===== src/rtl/sopc_bus_pkg.sv =====
// Shared definitions for the SOPC data-side bus: FSM encoding, error data value
// and the default memory map used by the data bus bridge.
package sopc_bus_pkg;

  typedef enum logic [1:0] {
    ST_IDLE = 2'd0,
    ST_BUSY = 2'd1,
    ST_DONE = 2'd2
  } bus_state_e;

  localparam logic [31:0] BUS_ERR_DATA = 32'h0000_0000;

  // Default map: slot 0 = data RAM, slots 1..3 = peripheral windows (64 MiB each)
  localparam int unsigned DEF_NUM_SLAVES = 4;
  localparam int unsigned DEF_ADDR_W     = 32;
  localparam logic [DEF_NUM_SLAVES*DEF_ADDR_W-1:0] DEF_SLV_BASE =
    {32'h1000_0000, 32'h0800_0000, 32'h0400_0000, 32'h0000_0000};
  localparam logic [DEF_NUM_SLAVES*DEF_ADDR_W-1:0] DEF_SLV_MASK =
    {4{32'hFC00_0000}};

  // Timeout counter width: enough to hold TIMEOUT, never narrower than one bit
  function automatic int unsigned cnt_width(input int unsigned timeout);
    return (timeout < 1) ? 1 : $clog2(timeout + 1);
  endfunction

endpackage


===== src/rtl/bus_addr_decoder.sv =====
// Combinational address decoder: one-hot window hit with lowest-index priority,
// plus a miss flag when no window matches.
module bus_addr_decoder
  import sopc_bus_pkg::*;
#(
  parameter int unsigned NUM_SLAVES = DEF_NUM_SLAVES,
  parameter int unsigned ADDR_W     = DEF_ADDR_W,
  parameter logic [NUM_SLAVES*ADDR_W-1:0] SLV_BASE = DEF_SLV_BASE,
  parameter logic [NUM_SLAVES*ADDR_W-1:0] SLV_MASK = DEF_SLV_MASK
) (
  input  logic [ADDR_W-1:0]     i_addr,
  output logic [NUM_SLAVES-1:0] o_hit,
  output logic                  o_miss
);

  logic [NUM_SLAVES-1:0] w_match;

  for (genvar k = 0; k < NUM_SLAVES; k++) begin : g_win
    assign w_match[k] =
      ((i_addr & SLV_MASK[k*ADDR_W +: ADDR_W]) == SLV_BASE[k*ADDR_W +: ADDR_W]);
  end

  // Isolate the lowest set bit so overlapping windows resolve to the lowest index
  assign o_hit  = w_match & (~w_match + NUM_SLAVES'(1));
  assign o_miss = ~|w_match;

endmodule


===== src/rtl/sopc_data_bus_bridge.sv =====
// Data-side bridge from the CPU RAM port to N memory-mapped slaves: decodes,
// strobes the selected slave, stalls the CPU until ack, and returns bus errors
// on unmapped addresses or slave timeout.
module sopc_data_bus_bridge
  import sopc_bus_pkg::*;
#(
  parameter int unsigned NUM_SLAVES = 4,
  parameter int unsigned DATA_W     = 32,
  parameter int unsigned ADDR_W     = 32,
  parameter logic [NUM_SLAVES*ADDR_W-1:0] SLV_BASE = DEF_SLV_BASE,
  parameter logic [NUM_SLAVES*ADDR_W-1:0] SLV_MASK = DEF_SLV_MASK,
  parameter int unsigned TIMEOUT    = 255
) (
  input  logic                         clk,
  input  logic                         rst,
  input  logic                         m_ce_i,
  input  logic                         m_we_i,
  input  logic [DATA_W/8-1:0]          m_sel_i,
  input  logic [ADDR_W-1:0]            m_addr_i,
  input  logic [DATA_W-1:0]            m_data_i,
  output logic [DATA_W-1:0]            m_data_o,
  output logic                         m_stall_o,
  output logic                         m_err_o,
  output logic [NUM_SLAVES-1:0]        s_ce_o,
  output logic                         s_we_o,
  output logic [DATA_W/8-1:0]          s_sel_o,
  output logic [ADDR_W-1:0]            s_addr_o,
  output logic [DATA_W-1:0]            s_data_o,
  input  logic [NUM_SLAVES*DATA_W-1:0] s_data_i,
  input  logic [NUM_SLAVES-1:0]        s_ack_i
);

  localparam int unsigned SEL_W = DATA_W / 8;
  localparam int unsigned CNT_W = cnt_width(TIMEOUT);
  localparam logic [CNT_W-1:0] CNT_LAST = CNT_W'((TIMEOUT == 0) ? 0 : TIMEOUT - 1);

  bus_state_e            r_state;
  bus_state_e            w_state_nxt;

  logic                  r_we;
  logic [SEL_W-1:0]      r_sel;
  logic [ADDR_W-1:0]     r_addr;
  logic [DATA_W-1:0]     r_wdata;
  logic [NUM_SLAVES-1:0] r_ce;
  logic [CNT_W-1:0]      r_cnt;
  logic [DATA_W-1:0]     r_rdata;
  logic                  r_err;

  logic [NUM_SLAVES-1:0] w_hit;
  logic                  w_miss;
  logic                  w_ack;
  logic                  w_timeout;
  logic [DATA_W-1:0]     w_ack_data;
  logic                  w_latch;
  logic [NUM_SLAVES-1:0] w_ce_nxt;
  logic                  w_cnt_clr;
  logic                  w_cnt_inc;
  logic [DATA_W-1:0]     w_rdata_nxt;
  logic                  w_err_nxt;

  bus_addr_decoder #(
    .NUM_SLAVES (NUM_SLAVES),
    .ADDR_W     (ADDR_W),
    .SLV_BASE   (SLV_BASE),
    .SLV_MASK   (SLV_MASK)
  ) u_dec (
    .i_addr (m_addr_i),
    .o_hit  (w_hit),
    .o_miss (w_miss)
  );

  // r_ce is non-zero only in BUSY, so it also masks out acks from unselected slaves
  assign w_ack     = |(s_ack_i & r_ce);
  assign w_timeout = (TIMEOUT != 0) && (r_cnt == CNT_LAST);

  always_comb begin
    w_ack_data = '0;
    for (int k = 0; k < NUM_SLAVES; k++) begin
      if (r_ce[k]) begin
        w_ack_data = w_ack_data | s_data_i[k*DATA_W +: DATA_W];
      end
    end
  end

  always_ff @(posedge clk or negedge rst) begin
    if (!rst) begin
      r_state <= ST_IDLE;
    end else begin
      r_state <= w_state_nxt;
    end
  end

  always_comb begin
    w_state_nxt = r_state;
    w_latch     = 1'b0;
    w_ce_nxt    = '0;
    w_cnt_clr   = 1'b0;
    w_cnt_inc   = 1'b0;
    w_rdata_nxt = '0;
    w_err_nxt   = 1'b0;
    unique case (r_state)
      ST_IDLE: begin
        if (m_ce_i) begin
          w_latch = 1'b1;
          if (w_miss) begin
            w_state_nxt = ST_DONE;
            w_rdata_nxt = DATA_W'(BUS_ERR_DATA);
            w_err_nxt   = 1'b1;
          end else begin
            w_state_nxt = ST_BUSY;
            w_ce_nxt    = w_hit;
            w_cnt_clr   = 1'b1;
          end
        end
      end
      ST_BUSY: begin
        // Ack takes precedence over a timeout landing in the same cycle
        if (w_ack) begin
          w_state_nxt = ST_DONE;
          w_rdata_nxt = w_ack_data;
        end else if (w_timeout) begin
          w_state_nxt = ST_DONE;
          w_rdata_nxt = DATA_W'(BUS_ERR_DATA);
          w_err_nxt   = 1'b1;
        end else begin
          w_ce_nxt  = r_ce;
          w_cnt_inc = 1'b1;
        end
      end
      ST_DONE: begin
        w_state_nxt = ST_IDLE;
      end
      default: begin
        w_state_nxt = ST_IDLE;
      end
    endcase
  end

  always_ff @(posedge clk or negedge rst) begin
    if (!rst) begin
      r_we    <= 1'b0;
      r_sel   <= '0;
      r_addr  <= '0;
      r_wdata <= '0;
      r_ce    <= '0;
      r_cnt   <= '0;
      r_rdata <= '0;
      r_err   <= 1'b0;
    end else begin
      if (w_latch) begin
        r_we    <= m_we_i;
        r_sel   <= m_sel_i;
        r_addr  <= m_addr_i;
        r_wdata <= m_data_i;
      end
      r_ce    <= w_ce_nxt;
      r_rdata <= w_rdata_nxt;
      r_err   <= w_err_nxt;
      // Counter saturates rather than wrapping when the timeout is disabled
      if (w_cnt_clr) begin
        r_cnt <= '0;
      end else if (w_cnt_inc && (r_cnt != '1)) begin
        r_cnt <= r_cnt + CNT_W'(1);
      end
    end
  end

  assign m_stall_o = m_ce_i && (r_state != ST_DONE);
  assign m_data_o  = r_rdata;
  assign m_err_o   = r_err;
  assign s_ce_o    = r_ce;
  assign s_we_o    = r_we;
  assign s_sel_o   = r_sel;
  assign s_addr_o  = r_addr;
  assign s_data_o  = r_wdata;

endmodule


===== config.mk =====
export PLATFORM = sky130hd
export DESIGN_NAME = sopc_data_bus_bridge
export DESIGN_NICKNAME = d
export VERILOG_FILES = /design/src/rtl/sopc_bus_pkg.sv /design/src/rtl/bus_addr_decoder.sv /design/src/rtl/sopc_data_bus_bridge.sv
export SDC_FILE = /design/constraint.sdc
export NUM_CORES = 1
export LEC_CHECK = 0
export ABC_AREA = 1
export CORE_AREA = 8 8 127 129
export DETAILED_ROUTE_END_ITERATION = 10
export DIE_AREA = 0 0 135 137
export MAX_ROUTING_LAYER = met4
export PLACE_DENSITY = 0.77
export SYNTH_ARGS = -nofsm -noshare
export SYNTH_HDL_FRONTEND = slang
export SYNTH_HIERARCHICAL = 1
export SYNTH_SLANG_ARGS = --single-unit

===== constraint.sdc =====
create_clock -name clk -period 1.69 [get_ports clk]
set_input_delay 0.4225 -clock clk [delete_from_list [all_inputs] [get_ports clk]]
set_output_delay 0.4225 -clock clk [all_outputs]
set_load 0.02 [all_outputs]

Word-level counts from Yosys, hierarchy flattened
Cells that the tools add are included.
Storage, ports and cells
  output and inout port bits: 107
  input bits: 204
  word-level logic and storage cells: 65
  register bits after elaboration: 116
Cells by class
  equal/unequal tests: 9
  reduce and logical (&&, ||, !) cells: 8
  add/subtract/negate cells: 2
  multiplexer cells: 31
  bitwise gates (word level): 6
Operators with widths (count)
  32-bit two-way mux: 6
  32-bit OR: 3
  32-bit zero test: 1
  4-bit two-way mux: 4
  8-bit two-way mux: 2
  1-bit two-way mux: 12
  8-bit by 1-bit adder with 8-bit output, second input constant: 1
  4-bit bitwise AND: 2
  8-bit equality test, second input constant: 1
  2-bit two-way mux: 4
  8-bit != test, second input constant: 1
  4-bit one-hot mux with 2 select lines: 1
  4-bit OR reduction: 2
  6-bit by 1-bit equality test with 1-bit output, second input constant: 1
  6-bit by 2-bit equality test with 1-bit output, second input constant: 1
  6-bit by 3-bit equality test with 1-bit output, second input constant: 1
  4-bit by 1-bit adder with 4-bit output, second input constant: 1
  2-bit != test, second input constant: 2
  4-bit NOT: 1
  2-bit one-hot mux with 2 select lines: 1
  3-bit != test, second input constant: 1
  2-bit by 1-bit equality test with 1-bit output, second input constant: 1
  1-bit logical AND: 2
  2-bit zero test: 1
  other kinds (3): 3

Longest topological paths before layout
Gate-level depths: netlist of run 1.
  word-level depth: 9
  mapped depth: 10
  mapped depth without buffers: 9

Cells and area by module
Netlist of run 1, hierarchy kept.
By module, submodules not included
  sopc_data_bus_bridge: instances 1, seq. area each 2902.8 um2, area an instance 5148.7 um2, cells an instance 622
  bus_addr_decoder: instances 1, seq. area each 0.0 um2, area an instance 80.1 um2, cells an instance 18

Worst setup path before layout of run 1
OpenSTA, ideal clock, no wires.
  path kind: input -> register
  start: in m_addr_i[27]
  end: reg r_cnt[6]
  data required time: 1573 ps
  setup time: 117 ps
  path buffers: 1
  data arrival time: 1288 ps
  cell stages on the path: 9
  path slack: 285 ps
  cells stage by stage: nor2_1 nand3_1 nand2_1 inv_1 inv_1 nand2_1 buf_2 nand3_1 nand2_1
On the way
  word-level cells in the longest chain between the ends: 6
  elaborated cells between the ends (all ways): 10
  classes of those cells: 3 x eq/ne; 4 x mux; 3 x reduce/logical
Ends and longest elaborated chain
  start: declaration: RTL line sopc_data_bus_bridge.sv:19  | input logic [ADDR_W-1:0] m_addr_i,
  32-bit zero test, or another cell as far along: RTL line bus_addr_decoder.sv:20  | ((i_addr & SLV_MASK[k*ADDR_W +: ADDR_W]) == SLV_BASE[k*ADDR_W +: ADDR_W]);
  4-bit OR reduction (*): RTL line bus_addr_decoder.sv:25  | assign o_miss = ~|w_match;
  1-bit two-way mux (*): RTL line sopc_data_bus_bridge.sv:105  | if (w_miss) begin
  1-bit two-way mux (*): RTL line sopc_data_bus_bridge.sv:103  | if (m_ce_i) begin
  1-bit two-way mux (*): RTL line sopc_data_bus_bridge.sv:101  | unique case (r_state)
  8-bit two-way mux or 2-bit nonzero test (tied branches)
  end signal: assignment: RTL line sopc_data_bus_bridge.sv:163  | r_cnt <= r_cnt + CNT_W'(1);
  end: declaration: RTL line sopc_data_bus_bridge.sv:45  | logic [CNT_W-1:0] r_cnt;
Mark *: on every way between the ends. The rest lies on a longest branch, timed or not.
A chain may end at the register's enable or synchronous reset.

Worst setup path in the final report of run 1
  start: reg r_ce[0], in the netlist s_ce_o[0]
  end: out s_ce_o[0]
RTL lines
  start: declaration: RTL line sopc_data_bus_bridge.sv:44  | logic [NUM_SLAVES-1:0] r_ce;
  start signal: assignment: RTL line sopc_data_bus_bridge.sv:156  | r_ce <= w_ce_nxt;
  end: declaration: RTL line sopc_data_bus_bridge.sv:24  | output logic [NUM_SLAVES-1:0] s_ce_o,
No word-level cell between the ends.

==> results of run 1 <==
==> power groups by stage <==
stage / logic, mW / clock network (mW) / registers [mW]
6_report: 2.48 / 3.51 / 3.47
2_1_floorplan: 0.594 / 0 / 4.05
3_3_place_gp: 2.76 / 0 / 3.52
4_1_cts: 2.52 / 3.59 / 3.48
3_5_place_dp: 2.80 / 0 / 3.54
5_1_grt: 2.69 / 3.71 / 3.52
==> kinds of logic (layout without fill, tap and decap cells) <==
kind of cell	after synthesis	after routing	synth area share, %
AO/OA/AOI/OAI	39	39	6.13
buffers and inverters	60	400	4.98
XOR/XNOR	4	4	0.670
adder cells (fa/ha/maj)	2	2	0.479
flip-flops	116	116	55.5
AND/OR/NAND/NOR	419	419	32.2
==> cell type report <==
class | count | area share [%]
timing repair buffer | 343 | 36.1
sequential | 116 | 31.5
multi-input combinational | 464 | 22.6
clock buffer | 20 | 4.95
tap | 184 | 2.50
clock inverter | 12 | 1.40
inverter | 25 | 1.02
==> Yosys cell counts <==
master and count:
buf_2 22, nor2_2 1, nand2_1 340, clkbuf_1 11
nand3_4 1, a41oi_1 1, xnor2_1 1, o21ai_0 5
nor2_4 3, o22ai_1 1, nand2_2 3, nor3_1 2
nand3_1 23, a221oi_1 31, nand2_4 1, nand4_1 1
inv_2 2, dfrtp_1 116, xor2_1 3, nand4_2 1
nor2_8 1, ha_1 2, inv_1 23, o21ai_2 1
nor2_1 42, buf_4 2
==> registers in the layout, indices dropped and copies added (netlist names) <==
signal,flops
m_data_o,32
m_err_o,1
r_cnt,8
r_state,2
s_addr_o,32
s_ce_o,4
s_data_o,32
s_sel_o,4
s_we_o,1
==> worst paths after layout <==
check                              from            to  slack, ps  depth (start not counted)
max reg2reg                   s_ce_o[0]      r_cnt[5]        180                          8
min in group asynchronous           rst  s_data_o[28]        500                          2
min reg2reg                s_addr_o[27]  s_addr_o[27]        460                          2
max                           s_ce_o[0]     s_ce_o[0]         60                          1
max in group asynchronous           rst     s_ce_o[0]        690                          3
min                        s_addr_o[27]  s_addr_o[27]        460                          2
==> through the flow <==
stage | std cells | util, % | setup WS [ps] | area (sq um) | power (mW)
floorplan | 640 | - | 285 | 5230 | 4.64
global placement | 1131 | 61.6 | -356 | 8750 | 6.28
detailed placement | 1131 | 61.6 | -352 | 8750 | 6.33
CTS | 1164 | 64.8 | 47.7 | 9210 | 9.58
global route | 1164 | 64.9 | 11.9 | 9220 | 9.93
finish | 1164 | 64.9 | 60.6 | 9220 | 9.46
==> cell usage in the layout, fill, tap and decap left out, drive strengths merged <==
cell type      netlist  routed
xnor2                1       1
clkinv               0       5
bufinv               0       2
dlygate4sd3          0       1
ha                   2       2
a221oi              31      31
nand3               24      24
o22ai                1       1
nor3                 2       2
o21ai                6       6
nor2                47      47
clkdlybuf4s50        0     202
clkinvlp             0       3
inv                 25      27
a41oi                1       1
xor2                 3       3
dfrtp              116     116
dlygate4sd2          0     106
nand2              344     344
nand4                2       2
buf                 24      34
clkbuf              11      20
==> routing by layer <==
layer	vias to the layer above	track usage [%]	part of all wire (%)
met2	231	33.9	49
met4	0	7.03	1.7
li1	2685	-	-
met3	24	6.42	8.2
met1	2405	24.9	41
met5	-	-	0
==> what timing repair did <==
action / in CTS / in global routing
hold endpoints to repair: 23 / 0
resized for setup: 110 / 3
pin swaps: 0 / 1
hold buffers: 1 / 0
cloned: 0 / 0
endpoints found under the setup margin: 107 / 4
==> results by stage, run 1 <==
Run status:
- The flow ran to the end, and the final reports show no timing, DRC or antenna violations.

Clock tree:
- The number of buffers inserted by post-CTS setup repair is 0.
- The maximum clock path buffer count is 2.
- The clock slew seen by the registers of the worst setup and hold paths is approximately 50 ps.
- The number of clock buffers inserted by TritonCTS is 17.
- For this design, the sink count on the clock tree is between 100 and 150.
- For the worst-skew pair, the clock arrives at the later sink with an insertion delay of approximately 410 ps.
- The number of levels the H-tree was split into is 4.
- The clock tree root driver cell is clkbuf_16.
- The CTS tree is built.

Placed design:
- Routability-driven placement finished with a final weighted congestion of slightly below 0.9.
- The post-DP HPWL is ~15,000 um.
- The number of port buffers is 310.

Worst setup path:
- The kind of end point of the critical path is an output pin.
- The required time of the critical path is 1270 ps.
- The kind of cell adding the most delay to the critical path is flip-flops.
- In this run the worst path has a maximum fanout of 3.
- The critical path is of the register to output pin type.
- The critical path's slowest cell is dfrtp_1.
- Together, buffers and inverters on the worst path number 1.
- Traced cell by cell, the critical path runs through dlygate4sd2_1.
- The type of element launching the critical path is a register.
- The worst stage delay on the critical path is roughly 420 ps.
- The data arrival time of the critical path is ~1200 ps.

Logic synthesis:
- The share of synthesized area in the top cell type comes to between 50% and 60%.
- The part of the Yosys area used for sequential elements is 55.5%.
- Synthesis produced 640 cells.
- The synthesized netlist contains 26 unique library cells.
- The combined area of all synthesized cells is between 5000 and 6000 sq um.
- The number of nets handed over by synthesis was between 800 and 900.
- The total of flip-flops plus latches after synthesis is 116.
- Each instance of the synthesized netlist takes up on average between 8 and 9 sq um.
- The synthesized design spends more area on one cell type than any other, namely dfrtp_1.
- Yosys printed 6 warnings.
- After synthesis, the cell types taking the most area are dfrtp_1 56%, nand2_1 24%, a221oi_1 5.2%.

Pwr:
- The internal cell power is roughly 6.6 mW.
- The part of the total power dissipated in sequential elements is a little under two fifths.
- The leakage power is approximately 4.7 nW.
- The analysis attributes to net switching a power of approximately 2.9 mW.
- Combinational cells account for around a quarter of the total power.
- Dividing total power by cell area gives a power density of roughly 1000 nW/um^2.
- The clock share of power is ~37%.
- In this run switching power makes up 30.4% of total power.
- The peak supply drop is ~570 uV.

Drt:
- After detailed routing, the number of remaining DRC violations is 0.
- After the first detailed-routing iteration, the DRC count stood at 250.
- The via count is between 5k and 6k.
- After detailed routing, the average wire length per cell comes to ~16 um.
- The final layout contains routed wiring with a total length of approximately 19,000 um.
- The vias per cell is 4.59.
- The total iterations of the first detailed-routing run is 4.
- Once detail routing completed, the nets flagged for antenna violations numbered 0.

Final layout:
- The total number of nets in the final design is 1,173.
- The multi-input gate area in the final layout is 2080 sq um.
- The number of inserted filler cells in the final layout is 1,236.
- Compared with the post-synthesis result, the final layout area differs by 76.4%.
- Cells with a size suffix above 1 make up roughly 8.2% of the layout.
- The area used by sequential logic in the layout is 2900 sq um.
- The total inserted antenna cells is 0.

Floorplan:
- The die covers roughly 18,000 sq um.
- For this configuration, the core starts out at a cell density of between 30% and 40%.
- Pin placement for this block handled between 300 and 400 I/O pins.
- The initialized floorplan defines 44 standard-cell rows.
- After floorplanning, the core was sized to cover 14,200 sq um.
- From left edge to right edge, the die measures between 100 and 150 um.
- The die is 137 um tall.

Timing:
- Setup repair after global routing left no endpoint under its margin.
- Setup violations remaining at the end of the flow were counted as 0.
- After layout, the minimum clock period comes to between 1500 and 2000 ps.
- The share of the clock period used by the worst path is ~96%.
- Measured against its own limit, the worst slew margin works out to between 70% and 80%.
- The number of hold-slack violations in the final timing report is 0.
- The number of pins exceeding their max-slew limit in the final report is 0.
- After routing, the total negative slack on setup checks comes to 0 ps.
- The tightest hold margin is approximately 460 ps.
- The measured slew at the worst slew-check pin is 442 ps.
- The setup skew after layout is 9.25 ps.
- The maximum achievable frequency is 0.614 GHz.

Flow run:
- The tool flagged a number of max-cap violations equal to 0.

GRT:
- The number of antenna violations at the first check in global routing is 0.
- The total routing resource utilization after global routing is a little over a fifth.
- The largest net degree at the start of global routing is 54.
- The first global-routing pass estimated between 20,000 and 30,000 um of wire.
- The via count of the first global-routing pass is approximately 5.6k.
- The remaining global-route overflow is 0.

Min path:
- The path class of the tightest hold or removal check is register to register.
(Power assumes the default switching activity.)
==> run 2, diff against run 1 <==
--- a/config.mk
+++ b/config.mk
@@ -6,9 +6,11 @@
 export NUM_CORES = 1
 export LEC_CHECK = 0
 export ABC_AREA = 1
-export CORE_AREA = 8 8 127 129
+export CELL_PAD_IN_SITES_DETAIL_PLACEMENT = 1
+export CELL_PAD_IN_SITES_GLOBAL_PLACEMENT = 1
+export CORE_AREA = 8 8 151 153
 export DETAILED_ROUTE_END_ITERATION = 10
-export DIE_AREA = 0 0 135 137
+export DIE_AREA = 0 0 159 161
 export MAX_ROUTING_LAYER = met4
 export PLACE_DENSITY = 0.77
 export SYNTH_ARGS = -nofsm -noshare
==> results by stage, run 2 (synthesis gave the netlist of run 1 again) <==
Run status:
- Outcome: completed (unchanged).

Clock tree:
- The number of levels the H-tree was split into is 4 (unchanged).
- The clock latency reported for the late side of the worst-skew pair is 420 ps (was 410 ps).
- The clock tree root driver cell is clkbuf_16 (unchanged).
- The number of clock buffers inserted by TritonCTS is 17 (unchanged).
- The maximum clock path buffer count was 2 (unchanged).
- The CTS tree is built (unchanged).
- The sink count of the clock tree is 116 (unchanged).
- The clock slew seen by the registers of the worst setup and hold paths is 50 ps (about the same).

Floorplan:
- The standard cell core area came to 20,600 sq um (was 14,200 sq um).
- The horizontal die dimension is 159 um (was 135 um).
- The initial core utilization came to 25.4% (was 36.8%).
- The floorplan die area is 25,600 sq um (was 18,500 sq um).
- The I/O pin count is 311 (unchanged).
- The height of the die is 161 um (was 137 um).
- The number of rows created at floorplan is 53 (was 44).

Worst setup path:
- The data arrival time of the critical path is 1210 ps (about the same).
- The largest fanout of any net on the critical path is 2 (was 3).
- The kind of critical path is primary input to output pin (was register to output pin).
- The required time of the critical path is 1270 ps (about the same).
- The type of element launching the critical path is a primary input (was register).
- The kind of end point of the critical path is an output pin (unchanged).
- The register-to-register path setup slack came to 190 ps (was 180 ps).

Drt:
- The sum of routed wire length over all layers was 22,700 um (was 19,100 um).
- The detailed router's first-iteration violation count is 242 (was 250).
- The routed wire length per instance was 18.0 um (was 16.4 um).
- The post-route antenna net violation count is 0 (unchanged).
- The vias per cell is 4.46 (was 4.59).
- The total iterations of the first detailed-routing run is 4 (unchanged).
- The number of remaining DRC errors is 0 (unchanged).
- The via count is 5,632 (was 5,345).

Timing:
- The worst slew margin relative to its limit is 72.7% (was 70.5%).
- Setup repair after global routing missed its margin: false (unchanged).
- The setup skew after layout is 12.9 ps (was 9.25 ps).
- The post-route minimum period is 1630 ps (about the same).
- The share of the clock period used by the worst path is 96.7% (was 96.4%).
- The measured slew at the worst slew-check pin came to 410 ps (was 442 ps).
- The final-report setup violation count is 0 (unchanged).
- The number of hold-slack violations in the final timing report is 0 (unchanged).
- The tightest hold margin is 464 ps (was 459 ps).
- The number of pins exceeding their max-slew limit in the final report is 0 (unchanged).
- The maximum achievable frequency was 0.612 GHz (was 0.614 GHz).
- The minimum setup slack in the final design is 55.2 ps (was 60.6 ps).

Final layout:
- The total number of nets in the final design came to 1,180 (was 1,173).
- The total inserted antenna cells is 0 (unchanged).
- The final design utilization is 45.8% (was 64.9%).
- The layout cell share with drive strength beyond 1 is 8.92% (was 8.16%).
- The leading cell type in the layout, fill and taps excluded is nand2_1 (unchanged).
- Most frequent cells in the layout: 339 x nand2_1, 202 x clkdlybuf4s50_1, 116 x dfrtp_1, 105 x dlygate4sd2_1, 42 x nor2_1 (was 339 x nand2_1, 202 x clkdlybuf4s50_1, 116 x dfrtp_1, 106 x dlygate4sd2_1, 42 x nor2_1).
- The area added between synthesis and finish is 80.1% (was 76.4%).

Pwr:
- The leakage power is 4.78 nW (was 4.74 nW).
- The power density of the placed cells was 1030 nW/um^2 (about the same).
- The total power came to 9.73 mW (was 9.46 mW).
- The peak supply drop was 526 uV (was 573 uV).

GRT:
- The total routing resource utilization after global routing is 18.2% (was 21.1%).
- The remaining global-route overflow is 0 (unchanged).
- The wire length of the first global-routing pass is 35,300 um (was 29,100 um).
- The largest net degree at the start of global routing is 38 (was 54).
- The via count of the first global-routing pass is 6,231 (was 5,560).
- The number of antenna violations at the first check in global routing is 0 (unchanged).

Flow run:
- The number of max-capacitance violations reported is 0 (unchanged).

Placed design:
- The number of port buffers came to 310 (unchanged).
- The worst slack at placement was -412 ps (was -352 ps).
- The post-DP HPWL is 17,700 um (was 14,900 um).
- The final weighted congestion in routability-driven placement was 0.757 (was 0.867).

Min path:
- The class of the worst hold path is register to register (unchanged).
run 2: cell count changes in the layout (fill, tap and decap cells not counted), moves of 2 or more:
cell | previous run | this run
buf_12 | 9 | 11
buf_4 | 23 | 29
clkinv_2 | 4 | 2
clkinv_4 | 1 | 3
run 2: what timing repair did:
item / CTS / global route
endpoints found under the setup margin: 107 / 10
pin swaps: 0 / 1
hold endpoints to repair: 21 / 0
hold buffers: 1 / 0
resized for setup: 110 / 3
setup buffers: 0 / 1
run 2: path summary, 6_finish.rpt:
path	from	to	cells after the start
worst max-delay path	m_ce_i	m_stall_o	4
worst min-delay path	s_addr_o[29]	s_addr_o[29]	2
worst max register to register	s_ce_o[3]	r_cnt[2]	8
worst min register to register	s_addr_o[29]	s_addr_o[29]	2
max in group asynchronous	rst	m_err_o	3
min in group asynchronous	rst	s_data_o[23]	2
run 2: layer usage:
layer	GRT usage (%)	routed length, um
met2	30.1	11100
met1	20.6	9500
met4	6.56	507
met3	5.83	1590
met5	-	0
run 2: power by group:
group / total [mW] / switching, mW / leakage [nW] / internal [mW]
sequential: 3.50 / 0.265 / 1.50 / 3.23
clock: 3.60 / 1.38 / 0.279 / 2.22
combinational: 2.63 / 1.45 / 3.00 / 1.18
total: 9.73 / 3.10 / 4.78 / 6.63
run 2: layout make-up:
| type | instances | area (sq um) |
|---|---|---|
| fill | 2424 | 11100 |
| timing repair buffer | 350 | 3400 |
| sequential | 116 | 2900 |
| multi-input combinational | 464 | 2080 |
| clock buffer | 18 | 439 |
| tap | 275 | 344 |
| clock inverter | 14 | 153 |
| inverter | 25 | 93.8 |
run 2: stage by stage:
step	cells	setup TNS (ps)	area (sq um)
6_report	1262	0	9420
4_1_cts	1261	0	9400
3_5_place_dp	1228	-15010	8930
3_3_place_gp	1228	-11090	8930
2_1_floorplan	640	0	5230
5_1_grt	1262	0	9420
run 2: worst max-delay path: stages:
cell and delay (ps):
clkdlybuf4s50_1 480, nand2_1 70, nand2_1 70, buf_2 160
